--- config.mk ---
export PLATFORM = sky130hd
export DESIGN_NAME = my_stream_trigger
export DESIGN_NICKNAME = d
export VERILOG_FILES = /design/src/rtl/my_stream_trigger.sv
export SDC_FILE = /design/constraint.sdc
export NUM_CORES = 1
export LEC_CHECK = 0
export ABC_AREA = 1
export CELL_PAD_IN_SITES_DETAIL_PLACEMENT = 0
export CELL_PAD_IN_SITES_GLOBAL_PLACEMENT = 2
export CORE_MARGIN = 8
export CORE_UTILIZATION = 29
export DETAILED_ROUTE_END_ITERATION = 12
export GPL_TIMING_DRIVEN = 0
export PLACE_DENSITY = 0.8
export SLEW_MARGIN = 20
export SYNTH_ARGS = -nofsm -noshare
export SYNTH_HDL_FRONTEND = slang
export SYNTH_SLANG_ARGS = --single-unit
--- constraint.sdc ---
create_clock -name csi_clk -period 2.9 [get_ports csi_clk]
set_clock_uncertainty 0.1 [all_clocks]
set_input_delay 0.435 -clock csi_clk [delete_from_list [all_inputs] [get_ports csi_clk]]
set_output_delay 0.435 -clock csi_clk [all_outputs]
set_load 0.1 [all_outputs]
--- src/rtl/my_stream_trigger.sv ---
// Decimating level trigger ahead of sample storage: keeps every (DECIM+1)-th sample and gates them
// onto an Avalon-ST source after a crossing or FORCE. Auto-trigger exists only with MY_STREAM_TRIGGER_AUTO_EN.
module my_stream_trigger #(
   parameter int unsigned AUTO_TIMEOUT = 4096
) (
   input  logic        csi_clk,
   input  logic        rsi_reset_n,
   input  logic [1:0]  avs_s0_address,
   input  logic        avs_s0_read,
   output logic [31:0] avs_s0_readdata,
   input  logic        avs_s0_write,
   input  logic [31:0] avs_s0_writedata,
   input  logic [31:0] asi_in0_data,
   input  logic        asi_in0_valid,
   output logic [31:0] aso_out0_data,
   output logic        aso_out0_valid,
   output logic        coe_triggered
);

   typedef enum logic [1:0] {
      ST_IDLE  = 2'd0,
      ST_ARMED = 2'd1,
      ST_TRIG  = 2'd2
   } state_e;

   state_e             state_q, state_d;
   logic               arm_q, slope_q, ch_q;
   logic [15:0]        level_q, decim_q;
   logic [15:0]        dec_cnt_q, dec_cnt_d;
   logic               kept_q;
   logic [31:0]        sample_q;
   logic signed [15:0] prev_q, prev_d;
   logic               prev_valid_q, prev_valid_d;
   logic [31:0]        out_data_q, out_data_d;
   logic               out_valid_q, out_valid_d;
   logic               triggered_q;
   logic               auto_fired_q, auto_fired_d;
   logic [15:0]        trig_cnt_q, trig_cnt_d;
   logic               ctrl_wr_s, level_wr_s, decim_wr_s;
   logic               arm_eff_s, force_s, keep_s;
   logic signed [15:0] cur_s, level_s;
   logic               rise_s, fall_s, cross_s, auto_hit_s;
   logic               unused_s;

   assign ctrl_wr_s  = avs_s0_write && (avs_s0_address == 2'd0);
   assign level_wr_s = avs_s0_write && (avs_s0_address == 2'd1);
   assign decim_wr_s = avs_s0_write && (avs_s0_address == 2'd2);
   // A CTRL write acts in the cycle it is sampled, so a disarm kills the very next output beat.
   assign arm_eff_s  = ctrl_wr_s ? avs_s0_writedata[0] : arm_q;
   assign force_s    = ctrl_wr_s && avs_s0_writedata[1];
   assign keep_s     = asi_in0_valid && (state_q != ST_IDLE) && (dec_cnt_q == 16'd0);
   assign unused_s   = ^{avs_s0_read, avs_s0_writedata[31:16]};

   assign level_s = $signed(level_q);
   assign cur_s   = ch_q ? $signed(sample_q[31:16]) : $signed(sample_q[15:0]);
   assign rise_s  = (prev_q < level_s) && (cur_s >= level_s);
   assign fall_s  = (prev_q > level_s) && (cur_s <= level_s);
   assign cross_s = (state_q == ST_ARMED) && kept_q && prev_valid_q && (slope_q ? fall_s : rise_s);

`ifdef MY_STREAM_TRIGGER_AUTO_EN
   localparam logic [15:0] AUTO_LIMIT = 16'(AUTO_TIMEOUT);
   logic [15:0] to_cnt_q, to_cnt_d;

   always_comb begin
      to_cnt_d = to_cnt_q;
      if (state_q != ST_ARMED) begin
         to_cnt_d = 16'd0;
      end else if (kept_q) begin
         to_cnt_d = to_cnt_q + 16'd1;
      end else begin
         to_cnt_d = to_cnt_q;
      end
   end

   always_ff @(posedge csi_clk or negedge rsi_reset_n) begin
      if (!rsi_reset_n) begin
         to_cnt_q <= 16'd0;
      end else begin
         to_cnt_q <= to_cnt_d;
      end
   end

   assign auto_hit_s = (state_q == ST_ARMED) && kept_q && ((to_cnt_q + 16'd1) == AUTO_LIMIT);
`else
   logic unused_auto_s;
   assign unused_auto_s = ^AUTO_TIMEOUT;
   assign auto_hit_s    = 1'b0;
`endif

   always_ff @(posedge csi_clk or negedge rsi_reset_n) begin
      if (!rsi_reset_n) begin
         arm_q   <= 1'b0;
         slope_q <= 1'b0;
         ch_q    <= 1'b0;
         level_q <= 16'd0;
         decim_q <= 16'd0;
      end else begin
         if (ctrl_wr_s) begin
            arm_q   <= avs_s0_writedata[0];
            slope_q <= avs_s0_writedata[2];
            ch_q    <= avs_s0_writedata[3];
         end
         if (level_wr_s) begin
            level_q <= avs_s0_writedata[15:0];
         end
         if (decim_wr_s) begin
            decim_q <= avs_s0_writedata[15:0];
         end
      end
   end

   always_comb begin
      dec_cnt_d = dec_cnt_q;
      if ((state_q == ST_IDLE) || decim_wr_s) begin
         dec_cnt_d = 16'd0;
      end else if (asi_in0_valid) begin
         dec_cnt_d = (dec_cnt_q >= decim_q) ? 16'd0 : (dec_cnt_q + 16'd1);
      end else begin
         dec_cnt_d = dec_cnt_q;
      end
   end

   always_comb begin
      prev_d       = prev_q;
      prev_valid_d = prev_valid_q;
      if (state_q != ST_ARMED) begin
         prev_valid_d = 1'b0;
      end else if (kept_q) begin
         prev_d       = cur_s;
         prev_valid_d = 1'b1;
      end else begin
         prev_valid_d = prev_valid_q;
      end
   end

   // Disarm outranks every trigger source; a crossing forwards its own sample, FORCE/auto do not.
   always_comb begin
      state_d      = state_q;
      out_valid_d  = 1'b0;
      out_data_d   = out_data_q;
      auto_fired_d = auto_fired_q;
      trig_cnt_d   = trig_cnt_q;
      if (!arm_eff_s) begin
         state_d = ST_IDLE;
      end else begin
         case (state_q)
            ST_IDLE:  state_d = ST_ARMED;
            ST_ARMED: state_d = (cross_s || force_s || auto_hit_s) ? ST_TRIG : ST_ARMED;
            ST_TRIG:  state_d = ST_TRIG;
            default:  state_d = ST_IDLE;
         endcase
      end
      out_valid_d = (state_d == ST_TRIG) && kept_q && ((state_q == ST_TRIG) || cross_s);
      if (out_valid_d) begin
         out_data_d = sample_q;
      end else begin
         out_data_d = out_data_q;
      end
      if (state_d != ST_TRIG) begin
         auto_fired_d = 1'b0;
         trig_cnt_d   = 16'd0;
      end else begin
         if ((state_q == ST_ARMED) && auto_hit_s && !cross_s && !force_s) begin
            auto_fired_d = 1'b1;
         end else begin
            auto_fired_d = auto_fired_q;
         end
         if (out_valid_d && (trig_cnt_q != 16'hFFFF)) begin
            trig_cnt_d = trig_cnt_q + 16'd1;
         end else begin
            trig_cnt_d = trig_cnt_q;
         end
      end
   end

   always_ff @(posedge csi_clk or negedge rsi_reset_n) begin
      if (!rsi_reset_n) begin
         state_q      <= ST_IDLE;
         dec_cnt_q    <= 16'd0;
         kept_q       <= 1'b0;
         sample_q     <= 32'd0;
         prev_q       <= 16'sd0;
         prev_valid_q <= 1'b0;
         out_data_q   <= 32'd0;
         out_valid_q  <= 1'b0;
         triggered_q  <= 1'b0;
         auto_fired_q <= 1'b0;
         trig_cnt_q   <= 16'd0;
      end else begin
         state_q      <= state_d;
         dec_cnt_q    <= dec_cnt_d;
         kept_q       <= keep_s;
         if (keep_s) begin
            sample_q <= asi_in0_data;
         end
         prev_q       <= prev_d;
         prev_valid_q <= prev_valid_d;
         out_data_q   <= out_data_d;
         out_valid_q  <= out_valid_d;
         triggered_q  <= (state_d == ST_TRIG);
         auto_fired_q <= auto_fired_d;
         trig_cnt_q   <= trig_cnt_d;
      end
   end

   always_comb begin
      avs_s0_readdata = 32'd0;
      case (avs_s0_address)
         2'd0:    avs_s0_readdata = {28'd0, ch_q, slope_q, 1'b0, arm_q};
         2'd1:    avs_s0_readdata = {16'd0, level_q};
         2'd2:    avs_s0_readdata = {16'd0, decim_q};
         2'd3:    avs_s0_readdata = {trig_cnt_q, 13'd0, auto_fired_q, state_q};
         default: avs_s0_readdata = 32'd0;
      endcase
   end

   assign aso_out0_data  = out_data_q;
   assign aso_out0_valid = out_valid_q;
   assign coe_triggered  = triggered_q;

endmodule
* After elaboration in Yosys (flattened, before gate mapping) *
Index checks and enable logic that the tools add are counted.

word-level totals
  output and inout bits = 66
  flip-flop bits (word level) = 153
  input port bits = 71
  logic and storage cells = 71

operators by class
  equal/unequal tests = 9
  reduce and logical (&&, ||, !) cells = 25
  multiplexer cells = 14
  add/subtract/negate cells = 2
  bitwise logic cells = 1
  magnitude comparators = 5

operators by type and width
  cell                                           count
  one-hot mux 32 bit (4 select lines)            1
  2-to-1 mux 16 bit                              6
  adder 16 x 1 -> 16 bit, second input constant  2
  >= comparator 16 bit                           2
  greater-than comparator 16 bit                 1
  <= comparator 16 bit                           1
  zero test 16 bit                               1
  less-than comparator 16 bit                    1
  != test 16 bit, second input constant          1
  logical AND 1 bit                              14
  == test 2 bit, second input constant           4
  nonzero test 2 bit                             4
  one-hot mux 2 bit (3 select lines)             1
  == test 2 x 1 -> 1 bit, second input constant  2
  zero test 2 bit                                2
  2-to-1 mux 1 bit                               4
  2-to-1 mux 2 bit                               2
  logical OR 1 bit                               3
  != test 2 x 1 -> 1 bit, second input constant  1
  != test 2 bit, second input constant           1
  AND reduction 2 bit                            1
  inverter 1 bit                                 1

* Depth between registers and ports, before layout *
Gate-level depths: netlist of the first run.

  depth in word-level cells = 15
  mapped depth = 24
  depth with buffers taken out = 23

* Worst setup path before layout of the first run *
OpenSTA, ideal clock, no wires.

  path type = input to output
  start = in avs_s0_address[1]
  end = out avs_s0_readdata[10]
  data arrival time = 2436 ps
  setup slack = -71 ps
  stages = 5
  required time = 2365 ps
  path buffers = 1
  path through = inv_1 nor2_1 inv_1 clkbuf_1 o22ai_1

between the ends
  cells in the longest elaborated chain, start to end = 2
  elaborated cells on any way between the ends = 5
  classes of those cells = eq/ne (3); mux (1); reduce/logical (1)

RTL lines
  item                                   line  RTL
  start, declared                        8     input logic [1:0] avs_s0_address,
  == test 2 bit (tied with other cells)  208   case (avs_s0_address)
  one-hot mux 32 bit (4 select lines) *  208
  end, declared                          10    output logic [31:0] avs_s0_readdata,

Mark *: on every way between the ends. The rest lies on a longest branch, timed or not.

* Worst setup path after layout of the first run *
  start = reg ch_q
  end = reg out_data_q[26] (netlist: aso_out0_data[26])

between the ends
  cells in the longest elaborated chain, start to end = 12
  elaborated cells on any way between the ends = 15
  classes of those cells = order compare (2); eq/ne (1); mux (5); reduce/logical (7)

RTL lines
  item                                                                 line    RTL
  start, declared                                                      27      logic arm_q, slope_q, ch_q;
  start signal, assigned                                               101     ch_q <= avs_s0_writedata[3];
  2-to-1 mux 16 bit *                                                  55      assign cur_s = ch_q ? $signed(sample_q[31:16]) : $signed(sample_q[15:0]);
  net cur_s[7]                                                         41      logic signed [15:0] cur_s, level_s;
  >= comparator 16 bit / <= comparator 16 bit (equally long branches)  56, 57
  logical AND 1 bit (on tied branches)                                 56, 57
  2-to-1 mux 1 bit *                                                   58      assign cross_s = (state_q == ST_ARMED) && kept_q && prev_valid_q && (slope_q ? fall_s : rise_s);
  logical AND 1 bit *                                                  58
  logical OR 1 bit                                                     148     ST_ARMED: state_d = (cross_s || force_s || auto_hit_s) ? ST_TRIG : ST_ARMED;
  2-to-1 mux 2 bit                                                     148
  one-hot mux 2 bit (3 select lines)                                   146     case (state_q)
  2-to-1 mux 2 bit                                                     143     if (!arm_eff_s) begin
  == test 2 bit                                                        153     out_valid_d = (state_d == ST_TRIG) && kept_q && ((state_q == ST_TRIG) || cross_s);
  logical AND 1 bit                                                    153
  logical AND 1 bit *                                                  153
  net out_valid_d                                                      35      logic out_valid_q, out_valid_d;
  end signal, assigned                                                 198     out_data_q <= out_data_d;
  end, declared                                                        34      logic [31:0] out_data_q, out_data_d;

The timed path passes the listed nets; every way through them passes the cells marked *.
A chain may end at the register's enable or synchronous reset.

==> results by stage, run 1 <==
Worst setup path:
- The most critical setup path has its endpoint at aso_out0_data[26]$_DFFE_PN0P_.
- The worst path buffer plus inverter count is 6.
- The biggest cell delay along the critical path is 0.49 ns.
- The launch instance of the worst register-to-register path is ch_q$_DFFE_PN0P_.
- The endpoint of the most critical register-to-register path is aso_out0_data[26]$_DFFE_PN0P_.
- Walking the worst path, the cells encountered are buf_6, clkbuf_16, o21ai_4, ha_4, nand2_2, inv_1, a21oi_2, nand3_1, nand2_2, nand2_1, nand2_1, nand2_1, nand2_1, nand2_1, nand2_2, nand3_4, nand2_4, nand2_4, nor2_8, inv_8, buf_12, buf_8, nand2_1, o21ai_2.
- The worst setup path is launched from a flop.
- The setup path with the least slack is of type reg -> reg.
- The startpoint of the worst setup timing path is ch_q$_DFFE_PN0P_.
- Along the worst path, the maximum fanout reaches 5.
- Across all register-to-register paths, the minimum setup slack is -0.26 ns.
- The type of destination of the critical path is a flop.
- Measured in cells, the most critical reg-to-reg path has a length of 24.
- The cell repeated most along the worst path is sky130_fd_sc_hd__nand2_1.
- For this design, the slowest cell found on the critical path is sky130_fd_sc_hd__dfrtp_2.
- For the worst setup path, the data arrival time is 3.38 ns.
- The depth of the critical timing path with buffers and inverters included is 24.
- At the worst endpoint, the required time is 3.12 ns.
- Broken down by cell family, the worst path's largest delay share belongs to simple AND/OR/NAND/NOR gates.

STA:
- At the pin with the least slew margin, the transition time is 1.02 ns.
- Setup repair after global routing could not meet its margin everywhere.
- Setup total negative slack on the finished layout was measured at -9.30 ns.
- In the post-route analysis, the smallest setup slack over all paths is -0.259 ns.
- The final critical-path share of the clock period is 1.09.
- The remaining max-slew budget at the tightest pin is 0.315.
- The highest clock rate is 317 MHz.
- The shortest period the worst path allows is 3.16 ns.
- The total count of hold-check failures in the final report came to 0.
- The count of pins over their slew limit is 0.
- The final-layout worst hold slack is 0.378 ns.
- The setup violation total in the final timing report is 48.

Power and ir drop:
- The largest vdd supply drop is 0.429 mV.
- After layout, the design draws a total of 8.88 mW.
- In this run the power density over the cells is 755 nW/um^2.
- The analysis attributes to cell leakage a power of 5.40 nW.

Synthesis:
- The synthesized design spends more area on one cell type than any other, namely sky130_fd_sc_hd__dfrtp_1.
- The number of nets in the synthesized netlist is 1,132.
- Averaged over all synthesized cells, the footprint is 8.19 sq um.
- The area fraction in compound gates after synthesis is 0.144.
- The count of yosys warnings during synthesis is 0.
- Of the total synthesized cell area, the portion taken by full adders, half adders and majority gates is 0.0771.
- The portion of netlist area occupied by mux cells is 0.
- Counting distinct cell types in the post-synthesis netlist gives 43.
- Of the total synthesized cell area, the portion taken by AND, OR, NAND and NOR gates is 0.204.
- The xor and xnor fraction of the mapped netlist area is 0.0190.
- The portion of the post-synthesis area used by sequential elements is 0.463.
- The register bit count reported by yosys is 153.
- The post-synthesis cell area is 8280 sq um.
- By area, the combinational part of the netlist is dominated by simple AND/OR/NAND/NOR gates.
- Ranked by total cell area, the synthesized netlist is headed by sky130_fd_sc_hd__dfrtp_1 46%, sky130_fd_sc_hd__nand2_1 13%, sky130_fd_sc_hd__ha_1 7.7%.
- The post-synthesis cell count is 1,010.
- The share of synthesized area in the top cell type comes to 0.463.

Detailed routing:
- The detailed router finished its first iteration with 512 violations.
- Using the TritonRoute via totals, the vias-per-cell ratio works out to 4.56.
- The total wirelength of the detailed-routed design is 26,500 um.
- The wire length per cell is 16.8 um.
- The routed layout has 7,195 vias.
- The post-route antenna net violation count is 0.
- For this run, the detailed router's first-pass iteration total came to 4.
- In the routed design, unresolved DRC markers number 0.

Floorplanning:
- The number of placed I/O pins is 137.
- In this run the core area contains 62 standard-cell rows.
- The die is 185 um tall.
- The region available for standard cell placement spans 28,400 sq um.
- The width of the die is 185 um.
- The floorplan step defined a die boundary enclosing 34,200 sq um.
- The initial utilization of the core area, before any placement, comes to 0.292.

Global routing:
- After global routing the overflow that remains totals 0.
- Entering global routing, the biggest net connects 92 pins.
- The first global-routing pass estimated 41,600 um of wire.
- The number of antenna violations at the first check in global routing came to 0.
- The number of global-route vias before repair is 7,458.
- In the global route stage, overall resource usage came out at 0.158.

Hold path:
- The worst min-delay path startpoint is prev_q[13]$_DFFE_PN0P_.
- The class of the most critical hold timing path is reg -> reg.

Cells and area:
- The library cell used most frequently in the layout, excluding fill and tap cells, is sky130_fd_sc_hd__nand2_1.
- The repair_antennas step left the layout with diodes totalling 0.
- The growth of design area from synthesis to finish is 42.0%.
- The library cells used most frequently in the layout, excluding fill and tap cells, are 232 x sky130_fd_sc_hd__nand2_1, 152 x sky130_fd_sc_hd__dfrtp_1, 150 x sky130_fd_sc_hd__inv_1, 86 x sky130_fd_sc_hd__clkdlybuf4s50_1, 84 x sky130_fd_sc_hd__o21ai_0.
- After the last flow step, the layout net total stands at 1,304.
- Of the cells placed in the final design, the portion with a size suffix greater than 1 is 0.212.
- The finished cells cover 11,800 sq um.
- The core occupancy in the finished layout is 0.414.

Clock tree:
- The source-to-sink clock delay at the later pin of the worst-skew pair is 0.43 ns.
- The clock net in this run drives a total of 153 sinks.
- The cell chosen for the clock root is sky130_fd_sc_hd__clkbuf_16.
- No sink is reached through more buffers than the 2 on the longest clock path.
- The number of buffers inserted during clock tree synthesis is 17.
- TritonCTS built the clock tree.
- In this run the number of H-tree levels came out at 4.
- The clock edge transition at the registers on the reported setup and hold paths is 0.07 ns.

Placed design:
- At the end of routability-driven placement, the weighted congestion stood at 0.818.
- The area of placed instances is 9980 sq um.
- The wire-length estimate of the detail-placed layout is 19,100 um.
- In this run the tool buffered the top-level ports with 119 buffer cells.

Run status:
- The final reports fail on setup timing.
- The flow ran to the end, but the final reports show violations.

Flow run:
- Across the run, the number of max-cap violations was 0.
[power by group]
part	total, mW	internal, mW	switching [mW]
registers	2.89	2.61	0.287
clock network	2.34	1.31	1.03
logic	3.64	1.24	2.41
[synth_stat cells (all sizes together)]
master / count
o2111ai: 1
buf: 10
dfrtp: 153
nand2: 286
a21boi: 1
nor4: 4
xnor2: 1
o31ai: 1
o22ai: 12
nor2: 51
a31oi: 1
o21ai: 138
clkinv: 2
o21a: 2
inv: 156
ha: 51
nor3: 20
xor2: 17
o32ai: 7
nand3: 23
o221ai: 4
nand4: 17
clkbuf: 21
a21oi: 28
or2: 1
o211ai: 2
[per-layer routing]
metal  global-route usage  vias to the layer above  share of wire
met5                    0                        -              0
met4               0.0483                        0          0.017
met3               0.0261                       18          0.038
met2                0.259                      116           0.48
met1                0.209                     3440           0.46
li1                     -                     3621              -
[metrics by stage]
stage	std cells	worst slack, ns
4_1_cts	1579	-0.233
5_1_grt	1579	-0.435
6_report	1579	-0.259
2_1_floorplan	1010	-0.0705
3_5_place_dp	1514	-0.917
3_3_place_gp	1513	-5.59
[worst min path at each step]
stage / end / slack, ns / cells past startpoint
detailed placement: trig_cnt_q[8]$_DFFE_PN0P_ / 0.34 / 1
finish: prev_q[13]$_DFFE_PN0P_ / 0.38 / 2
global route: level_q[14]$_DFFE_PN0P_ / 0.40 / 2
global placement: prev_q[9]$_DFFE_PN0P_ / 0.36 / 2
CTS: prev_q[13]$_DFFE_PN0P_ / 0.38 / 2
floorplan: arm_q$_DFF_PN0_ / 0.04 / 0
[sequential cells by signal, summed over array words and instances (netlist names), 2 cells and up]
signal and flops:
aso_out0_data 32, dec_cnt_q 16, decim_q 16, level_q 16
prev_q 16, sample_q 32, state_q 2, trig_cnt_q 16
[tightest hold or removal path, cell delays in order, from the launching register on]
cell                      delay (ns)
sky130_fd_sc_hd__dfrtp_1        0.35
sky130_fd_sc_hd__nand2_1        0.05
sky130_fd_sc_hd__nand2_1        0.05
[what timing repair did]
action | CTS | global route
buffers inserted | 23 | 1
gates resized for setup | 279 | 65
pin swaps | 16 | 5
hold endpoints to repair | 62 | 0
gates cloned | 9 | 0
endpoints found under the setup margin | 95 | 69
hold buffers | 1 | 0
[layout make-up]
class                           count  area, sq um
Fill cell                        2915        16600
Multi-Input combinational cell    668         4300
Sequential cell                   153         3830
Timing Repair Buffer              152         1640
Inverter                          158          606
Tap cell                          384          480
Clock buffer                       17          425
Buffer                             31          292
Clock inverter                     15          179
Timing Repair inverter              1         11.3
[logic make-up after synthesis]
logic type | count (synthesis)
fa+ha+maj | 51
simple gates | 402
compound gates | 197
xor+xnor | 18
flops | 153
buf+inv | 189
Power figures use the tool's default switching activity.
==> run 2: changes to the inputs <==
Settings changed: CTS_CLUSTER_SIZE from default to 28, PLACE_DENSITY 0.8 to default, PLACE_DENSITY_LB_ADDON from default to 0.1.
==> run 2 against run 1 <==
Against the previous run:
- utilization is 1.5 points lower
- first-iteration DRC count is 13% lower
- sequential share of layout area is 1.2 points higher
- global-route usage is 0.51 points higher
- clock power is 5% higher
- wire length is 2.8% higher
- final cell count is 0.25% lower
- register-to-register slack hardly changed
- the run still ends with setup timing left
==> results by stage, run 2 (synthesis gave the netlist of run 1 again) <==
Run status:
- The flow ran to the end, but the final reports show violations.
- The checks that failed: setup timing.

Worst setup path:
- The biggest cell delay along the critical path is 0.41 ns (-0.08 ns).
- The arrival time at the worst endpoint is 3.39 ns (about the same).
- The number of cells on the worst reg-to-reg path is 22 (-8.3%).
- The cell repeated most along the worst path is sky130_fd_sc_hd__nand2_2.
- The type of destination of the critical path is a flop.
- The worst setup path is launched from a flop.
- The launch instance of the worst register-to-register path is ch_q$_DFFE_PN0P_.
- The startpoint of the worst setup timing path is ch_q$_DFFE_PN0P_.
- The required arrival time at the worst endpoint came to 3.13 ns (about the same).
- The worst setup path is of the reg -> reg kind.
- The slowest cell on the critical path is sky130_fd_sc_hd__dfrtp_2.
- The signal on the critical path passes through buf_8, clkbuf_16, o21ai_4, ha_4, a21oi_2, o21ai_1, nor2_4, nand2_2, nand2_2, nand2_1, nand2_1, nand2_2, nand2_2, nand3_4, nand2_4, nand2_8, nor2_8, clkinv_8, buf_8, buf_4, nand2_2, o21ai_2.
- The peak fanout along the critical path is 6 (+1).

Global routing:
- The global-route usage over all layers is 0.163 (+0.00511).
- The pin count of the biggest net entering global routing is 81 (-12%).
- The first-pass GRT wire length is 42,300 um (+1.8%).
- The number of global-route vias before repair is 7,294 (-2.2%).
- The remaining global-route overflow is 0 (unchanged).
- The number of antenna violations at the first check in global routing came to 0 (unchanged).

Clock tree:
- The clock sink total is 153 (unchanged).
- The clock edge transition at the registers on the reported setup and hold paths is 0.07 ns (about the same).
- The CTS H-tree depth is 4 (unchanged).
- The maximum clock path buffer count is 2 (unchanged).
- Clock tree synthesis selected as its root buffer the cell sky130_fd_sc_hd__clkbuf_16.
- The clock tree from TritonCTS is done.
- The source-to-sink clock delay at the later pin of the worst-skew pair came to 0.44 ns (about the same).
- The number of buffers inserted during clock tree synthesis is 17 (unchanged).

Hold path:
- The min-delay analysis places its worst path in the category reg -> reg.
- The count of cells along the worst hold path was 2 (unchanged).
- In this run the most critical hold path is launched from prev_q[11]$_DFFE_PN0P_.

Detailed routing:
- The total wirelength of the detailed-routed design is 27,200 um (+2.8%).
- The wire length per cell is 17.3 um (+3.1%).
- The overall via count from detail_route is 7,193 (-0.028%).
- The DRC violation total after the first TritonRoute iteration is 443 (-13%).
- The post-route antenna net violation count is 0 (unchanged).
- The mean number of vias per cell is 4.57 (+0.23%).
- The residual DRC count was 0 (unchanged).
- The total iterations of the first detailed-routing run is 5 (+1).

STA:
- The remaining max-slew budget at the tightest pin is 0.323 (+0.00827).
- The highest clock rate came to 316 MHz (-0.27%).
- The setup violation total in the final timing report is 48 (unchanged).
- The count of pins over their slew limit is 0 (unchanged).
- The worst setup margin is -0.268 ns (-0.00866 ns).
- The total count of hold-check failures in the final report is 0 (unchanged).
- The final critical-path share of the clock period is 1.09 (+0.00299).
- The sum of negative setup slack is -9.63 ns (-0.334 ns).
- The shortest period the worst path allows is 3.17 ns (+0.00866 ns).
- The slew at the pin with the worst max-slew slack is 1.01 ns (-0.0124 ns).
- Setup repair after global routing could not meet its margin everywhere.

Floorplanning:
- The y dimension of the die is 185 um (unchanged).
- The overall die area is 34,200 sq um (unchanged).
- The width of the die is 185 um (unchanged).
- The number of placed I/O pins is 137 (unchanged).
- The cell row count is 62 (unchanged).
- The core area is 28,400 sq um (unchanged).
- The starting utilization of the core area is 0.292 (unchanged).

Cells and area:
- The core occupancy in the finished layout was 0.399 (-0.0152).
- The post-route cell area came to 11,300 sq um (-3.7%).
- The count of antenna diodes in the layout is 0 (unchanged).
- The area growth from synthesis to layout is 36.8%.
- The filler cell count was 2,955 (+1.4%).
- The library cells used most frequently in the layout, excluding fill and tap cells, are 254 x sky130_fd_sc_hd__nand2_1, 152 x sky130_fd_sc_hd__dfrtp_1, 151 x sky130_fd_sc_hd__inv_1, 86 x sky130_fd_sc_hd__clkdlybuf4s50_1, 85 x sky130_fd_sc_hd__o21ai_0.
- The area of all sequential standard cells is 3830 sq um (unchanged).
- The most common library cell in the layout ignoring fill and taps is sky130_fd_sc_hd__nand2_1.
- The number of nets in the layout is 1,300 (-0.31%).
- The area taken by multi-input logic gates was 4100 sq um (-4.5%).
- The proportion of layout cells with a drive suffix above 1 is 0.184 (-0.0278).

Flow run:
- The max-capacitance violation count was 0 (unchanged).

Power and ir drop:
- The static leakage power is 5.35 nW (-0.94%).
- The largest vdd supply drop is 0.421 mV (-1.8%).
- The ratio of total power to cell area is 797 nW/um^2 (+5.5%).
- The total power consumption of the routed design is 9.03 mW (+1.7%).

Placed design:
- The area of placed instances is 9980 sq um (unchanged).
- The final RePlAce weighted congestion is 0.764 (-6.6%).
- The detailed placer's ending HPWL was 20,000 um (+4.7%).
- The quantity of I/O buffers inserted on ports is 119 (unchanged).
-- run 2: through the flow --
stage,instances,setup WS (ns),hold slack [ns]
after floorplan,1010,-0.0705,0.0394
after global placement,1513,-5.76,0.362
after detailed placement,1514,-1.03,0.357
after CTS,1564,-0.238,0.384
after global routing,1575,-0.410,0.398
final,1575,-0.268,0.379
-- run 2: cell type report --
type                            count  area share
Tap cell                          384      0.0424
Inverter                          158      0.0541
Timing Repair Buffer              152       0.127
Multi-Input combinational cell    668       0.362
Clock inverter                     14      0.0181
Sequential cell                   153       0.338
Clock buffer                       18      0.0379
Buffer                             28      0.0202
-- run 2: what timing repair did --
item                                   4_1_cts  5_1_grt
endpoints found under the hold margin       73        0
setup endpoints to repair                  111       85
setup buffers                               14       13
pin swaps                                   18       20
gates cloned                                 3        1
hold buffers                                 1        0
resized for setup                          205      107
-- run 2: power breakdown --
part | internal, mW | switching [mW]
clock | 1.40 | 1.06
combinational | 1.21 | 2.47
sequential | 2.61 | 0.286
total | 5.21 | 3.81
-- run 2: layer usage --
layer  track usage  part of all wire  up-vias
li1              -                 -     3597
met1         0.216              0.48     3470
met2         0.266              0.48      109
met3        0.0347             0.034       17
met4        0.0403             0.010        0
met5             0                 0        -
-- run 2: worst max-delay path, delay by kind of cell (launching register included) --
| kind | cells | cell delay, ns |
|---|---|---|
| and+or+nand+nor | 12 | 1.07 |
| buffers and inverters | 5 | 0.68 |
| adders and majority gates | 1 | 0.25 |
| DFF | 1 | 0.41 |
| AOI/OAI and AO/OA | 4 | 0.52 |
-- run 2: final timing paths --
path	to	slack, ns
setup / recovery	aso_out0_data[3]$_DFFE_PN0P_	-0.27
hold / removal	prev_q[11]$_DFFE_PN0P_	0.38
setup reg to reg	aso_out0_data[3]$_DFFE_PN0P_	-0.27
hold reg to reg	prev_q[11]$_DFFE_PN0P_	0.38
max in group asynchronous	trig_cnt_q[4]$_DFFE_PN0P_	1.42
min in group asynchronous	prev_q[10]$_DFFE_PN0P_	0.43
==> run 3: changes to the inputs <==
--- a/constraint.sdc
+++ b/constraint.sdc
@@ -4,2 +4,2 @@
 set_output_delay 0.435 -clock csi_clk [all_outputs]
-set_load 0.1 [all_outputs]
+set_load 0.05 [all_outputs]
==> run 3 against run 2 <==
Against the previous run:
- the run still ends with setup timing left
- clock-buffer cell count is the same
- sequential share of layout area barely moved
- register-to-register slack barely moved
- non-clock buffer count unchanged
- combinational power fell by 10%
- worst hold slack about the same
- global-route usage unchanged
- first-iteration DRC count decreased by 4.7%
- highest routed layer unchanged
==> results by stage, run 3 (synthesis gave the netlist of run 1 again) <==
Worst setup path:
- The arrival time at the worst endpoint is 3.40 ns (about the same).
- The type of the setup path with the least slack is reg -> reg.
- STA classifies the critical path endpoint as a flop.
- Counting stages on the worst path, the most repeated cell is sky130_fd_sc_hd__nand2_2.
- The slowest cell on the critical path is sky130_fd_sc_hd__dfrtp_2.
- The required arrival time at the worst endpoint was 3.13 ns (about the same).
- Traced cell by cell, the critical path runs through buf_8, clkbuf_16, o21ai_4, ha_4, a21oi_2, o21ai_1, nor2_4, nand2_2, nand2_2, nand2_1, nand2_1, nand2_2, nand2_2, nand3_4, nand2_4, nand2_8, nor2_8, clkinv_8, buf_8, buf_4, nand2_2, o21ai_2.
- STA classifies the critical path startpoint as a flop.
- The worst path buffer plus inverter count came to 5 (unchanged).
- In this design, the largest share of critical-path delay is due to simple AND/OR/NAND/NOR gates.
- The peak fanout along the critical path is 6 (unchanged).
- The biggest cell delay along the critical path is 0.41 ns (about the same).

STA:
- The slew at the pin with the worst max-slew slack is 0.651 ns (-0.361 ns).
- The total count of hold-check failures in the final report was 0 (unchanged).
- The count of pins over their slew limit came to 0 (unchanged).
- The highest clock rate is 315 MHz (-0.24%).
- The final-layout worst hold slack is 0.379 ns (+0.00000100 ns).
- The remaining max-slew budget at the tightest pin was 0.564 (+0.241).
- The sum of negative setup slack was -10.07 ns (-0.438 ns).
- The worst setup margin is -0.276 ns (-0.00778 ns).
- The setup violation total in the final timing report is 48 (unchanged).
- The shortest period the worst path allows is 3.18 ns (+0.00778 ns).
- Setup repair after global routing could not meet its margin everywhere.
- The final critical-path share of the clock period came to 1.10 (+0.00268).

Hold path:
- The class of the most critical hold timing path is reg -> reg.

Power and ir drop:
- The design internal power is 5.20 mW (-0.28%).
- The largest vdd supply drop is 0.420 mV (-0.31%).
- The part of the total power dissipated in combinational logic is 0.383 (-0.024).
- The portion of total power attributed to the clock network came to 0.284 (+0.012).
- The sequential share of power came to 0.334 (+0.014).
- The static leakage power is 5.39 nW (+0.74%).
- The switching power summed over all nets is 3.46 mW (-9.2%).
- The switching share of total power is 0.399 (-0.0228).
- The ratio of total power to cell area came to 765 nW/um^2 (-4.1%).

Clock tree:
- The clock edge transition at the registers on the reported setup and hold paths is 0.07 ns (about the same).
- The clock sink total was 153 (unchanged).
- TritonCTS built the clock tree.
- The CTS H-tree depth is 4 (unchanged).
- The cell sitting at the root of the clock tree is a sky130_fd_sc_hd__clkbuf_16.
- The number of buffers inserted during clock tree synthesis was 17 (unchanged).
- The source-to-sink clock delay at the later pin of the worst-skew pair is 0.44 ns (about the same).
- The maximum clock path buffer count is 2 (unchanged).

Detailed routing:
- The DRC violation total after the first TritonRoute iteration is 422 (-4.7%).
- The mean number of vias per cell came to 4.54 (-0.58%).
- The overall via count from detail_route is 7,151 (-0.58%).
- The wire length per cell came to 17.2 um (-0.22%).
- The total wirelength of the detailed-routed design is 27,200 um (-0.22%).
- The residual DRC count is 0 (unchanged).
- The post-route antenna net violation count came to 0 (unchanged).
- The total iterations of the first detailed-routing run is 5 (unchanged).

Floorplanning:
- The cell row count is 62 (unchanged).
- The number of placed I/O pins was 137 (unchanged).
- The overall die area is 34,200 sq um (unchanged).
- The y dimension of the die is 185 um (unchanged).
- The width of the die came to 185 um (unchanged).
- The starting utilization of the core area is 0.292 (unchanged).
- The core area is 28,400 sq um (unchanged).

Cells and area:
- The library cell used most frequently in the layout, excluding fill and tap cells, is sky130_fd_sc_hd__nand2_1.
- The count of antenna diodes in the layout is 0 (unchanged).
- The proportion of layout cells with a drive suffix above 1 was 0.172 (-0.0118).
- Leaving out fill and tap cells, the most frequent cells in the layout are 254 x sky130_fd_sc_hd__nand2_1, 152 x sky130_fd_sc_hd__dfrtp_1, 151 x sky130_fd_sc_hd__inv_1, 89 x sky130_fd_sc_hd__clkdlybuf4s50_1, 85 x sky130_fd_sc_hd__o21ai_0.
- The filler cell count is 2,950 (-0.17%).
- The growth of design area from synthesis to finish is 36.8% (about the same).
- The area of all sequential standard cells is 3830 sq um (unchanged).
- The number of nets in the layout is 1,300 (unchanged).
- The area taken by multi-input logic gates is 4090 sq um (-0.40%).

Global routing:
- The global-route usage over all layers is 0.163 (unchanged).
- The first-pass GRT wire length is 42,300 um (about the same).
- The number of antenna violations at the first check in global routing is 0 (unchanged).
- The pin count of the biggest net entering global routing is 81 (unchanged).
- The number of global-route vias before repair came to 7,295 (+0.014%).
- The remaining global-route overflow came to 0 (unchanged).

Placed design:
- The quantity of I/O buffers inserted on ports is 119 (unchanged).
- The worst setup slack before clock tree synthesis is -1.03 ns (unchanged).
- The final RePlAce weighted congestion was 0.764 (unchanged).
- The detailed placer's ending HPWL was 20,000 um (unchanged).

Run status:
- The run finished, with violations left.
- The checks that failed: setup timing.

Flow run:
- The max-capacitance violation count is 0 (unchanged).
==> run 3: changes by cell type in the layout (fill, tap and decap cells not counted), sizes merged <==
cell / delta
buf: -13
dlygate4sd2: +5
clkdlybuf4s50: +3
dlymetal6s2s: +3
clkdlybuf4s15: +2
==> run 3: power groups by stage <==
stage                     registers (mW)  clock network, mW  logic (mW)
final                               2.89               2.46        3.31
after global routing                2.95               2.61        3.74
after CTS                           2.88               2.52        3.16
after detailed placement            2.91                  0        2.79
after global placement              2.91                  0        2.77
after floorplan                     3.04                  0        1.64
==> run 3: final timing paths <==
path | start | endpoint | depth (start not counted) | slack [ns]
min reg2reg | prev_q[11]$_DFFE_PN0P_ | prev_q[11]$_DFFE_PN0P_ | 2 | 0.38
max | ch_q$_DFFE_PN0P_ | aso_out0_data[3]$_DFFE_PN0P_ | 22 | -0.28
min | prev_q[11]$_DFFE_PN0P_ | prev_q[11]$_DFFE_PN0P_ | 2 | 0.38
max reg2reg | ch_q$_DFFE_PN0P_ | aso_out0_data[3]$_DFFE_PN0P_ | 22 | -0.28
min in group asynchronous | rsi_reset_n | prev_q[10]$_DFFE_PN0P_ | 2 | 0.43
max in group asynchronous | rsi_reset_n | trig_cnt_q[4]$_DFFE_PN0P_ | 3 | 1.43
==> run 3: area by class of cell <==
cell class | instances | share of cell area
Multi-Input combinational cell | 668 | 0.361
Sequential cell | 153 | 0.338
Timing Repair Buffer | 152 | 0.128
Inverter | 158 | 0.0541
Tap cell | 384 | 0.0424
Clock buffer | 18 | 0.0379
Buffer | 28 | 0.0203
Clock inverter | 14 | 0.0181
==> run 3: per-layer routing <==
metal / global-route usage / share of wire / routed length (um)
met5: 0 / 0 / 0
met4: 0.0403 / 0.010 / 279
met1: 0.216 / 0.47 / 12900
met2: 0.266 / 0.48 / 13100
met3: 0.0347 / 0.034 / 929
==> run 3: through the flow <==
step / total power, mW / std cells / utilization / area [sq um]
3_5_place_dp: 5.70 / 1514 / 0.352 / 9980
3_3_place_gp: 5.69 / 1513 / 0.350 / 9950
4_1_cts: 8.56 / 1564 / 0.391 / 11100
2_1_floorplan: 4.68 / 1010 / - / 8280
6_report: 8.66 / 1575 / 0.399 / 11300
5_1_grt: 9.29 / 1575 / 0.399 / 11300
==> run 3: tightest hold or removal path, stage by stage, from the launching register on <==
cell and delay, ns:
sky130_fd_sc_hd__dfrtp_1 0.35, sky130_fd_sc_hd__nand2_1 0.05, sky130_fd_sc_hd__nand2_1 0.05
==> run 3: timing repair <==
action                                  in CTS  in global routing
gates cloned                                 3                  1
setup buffers                               14                 13
pin swaps                                   18                 20
hold buffers                                 1                  0
hold endpoints to repair                    73                  0
endpoints found under the setup margin     105                 79
gates resized for setup                    148                 85
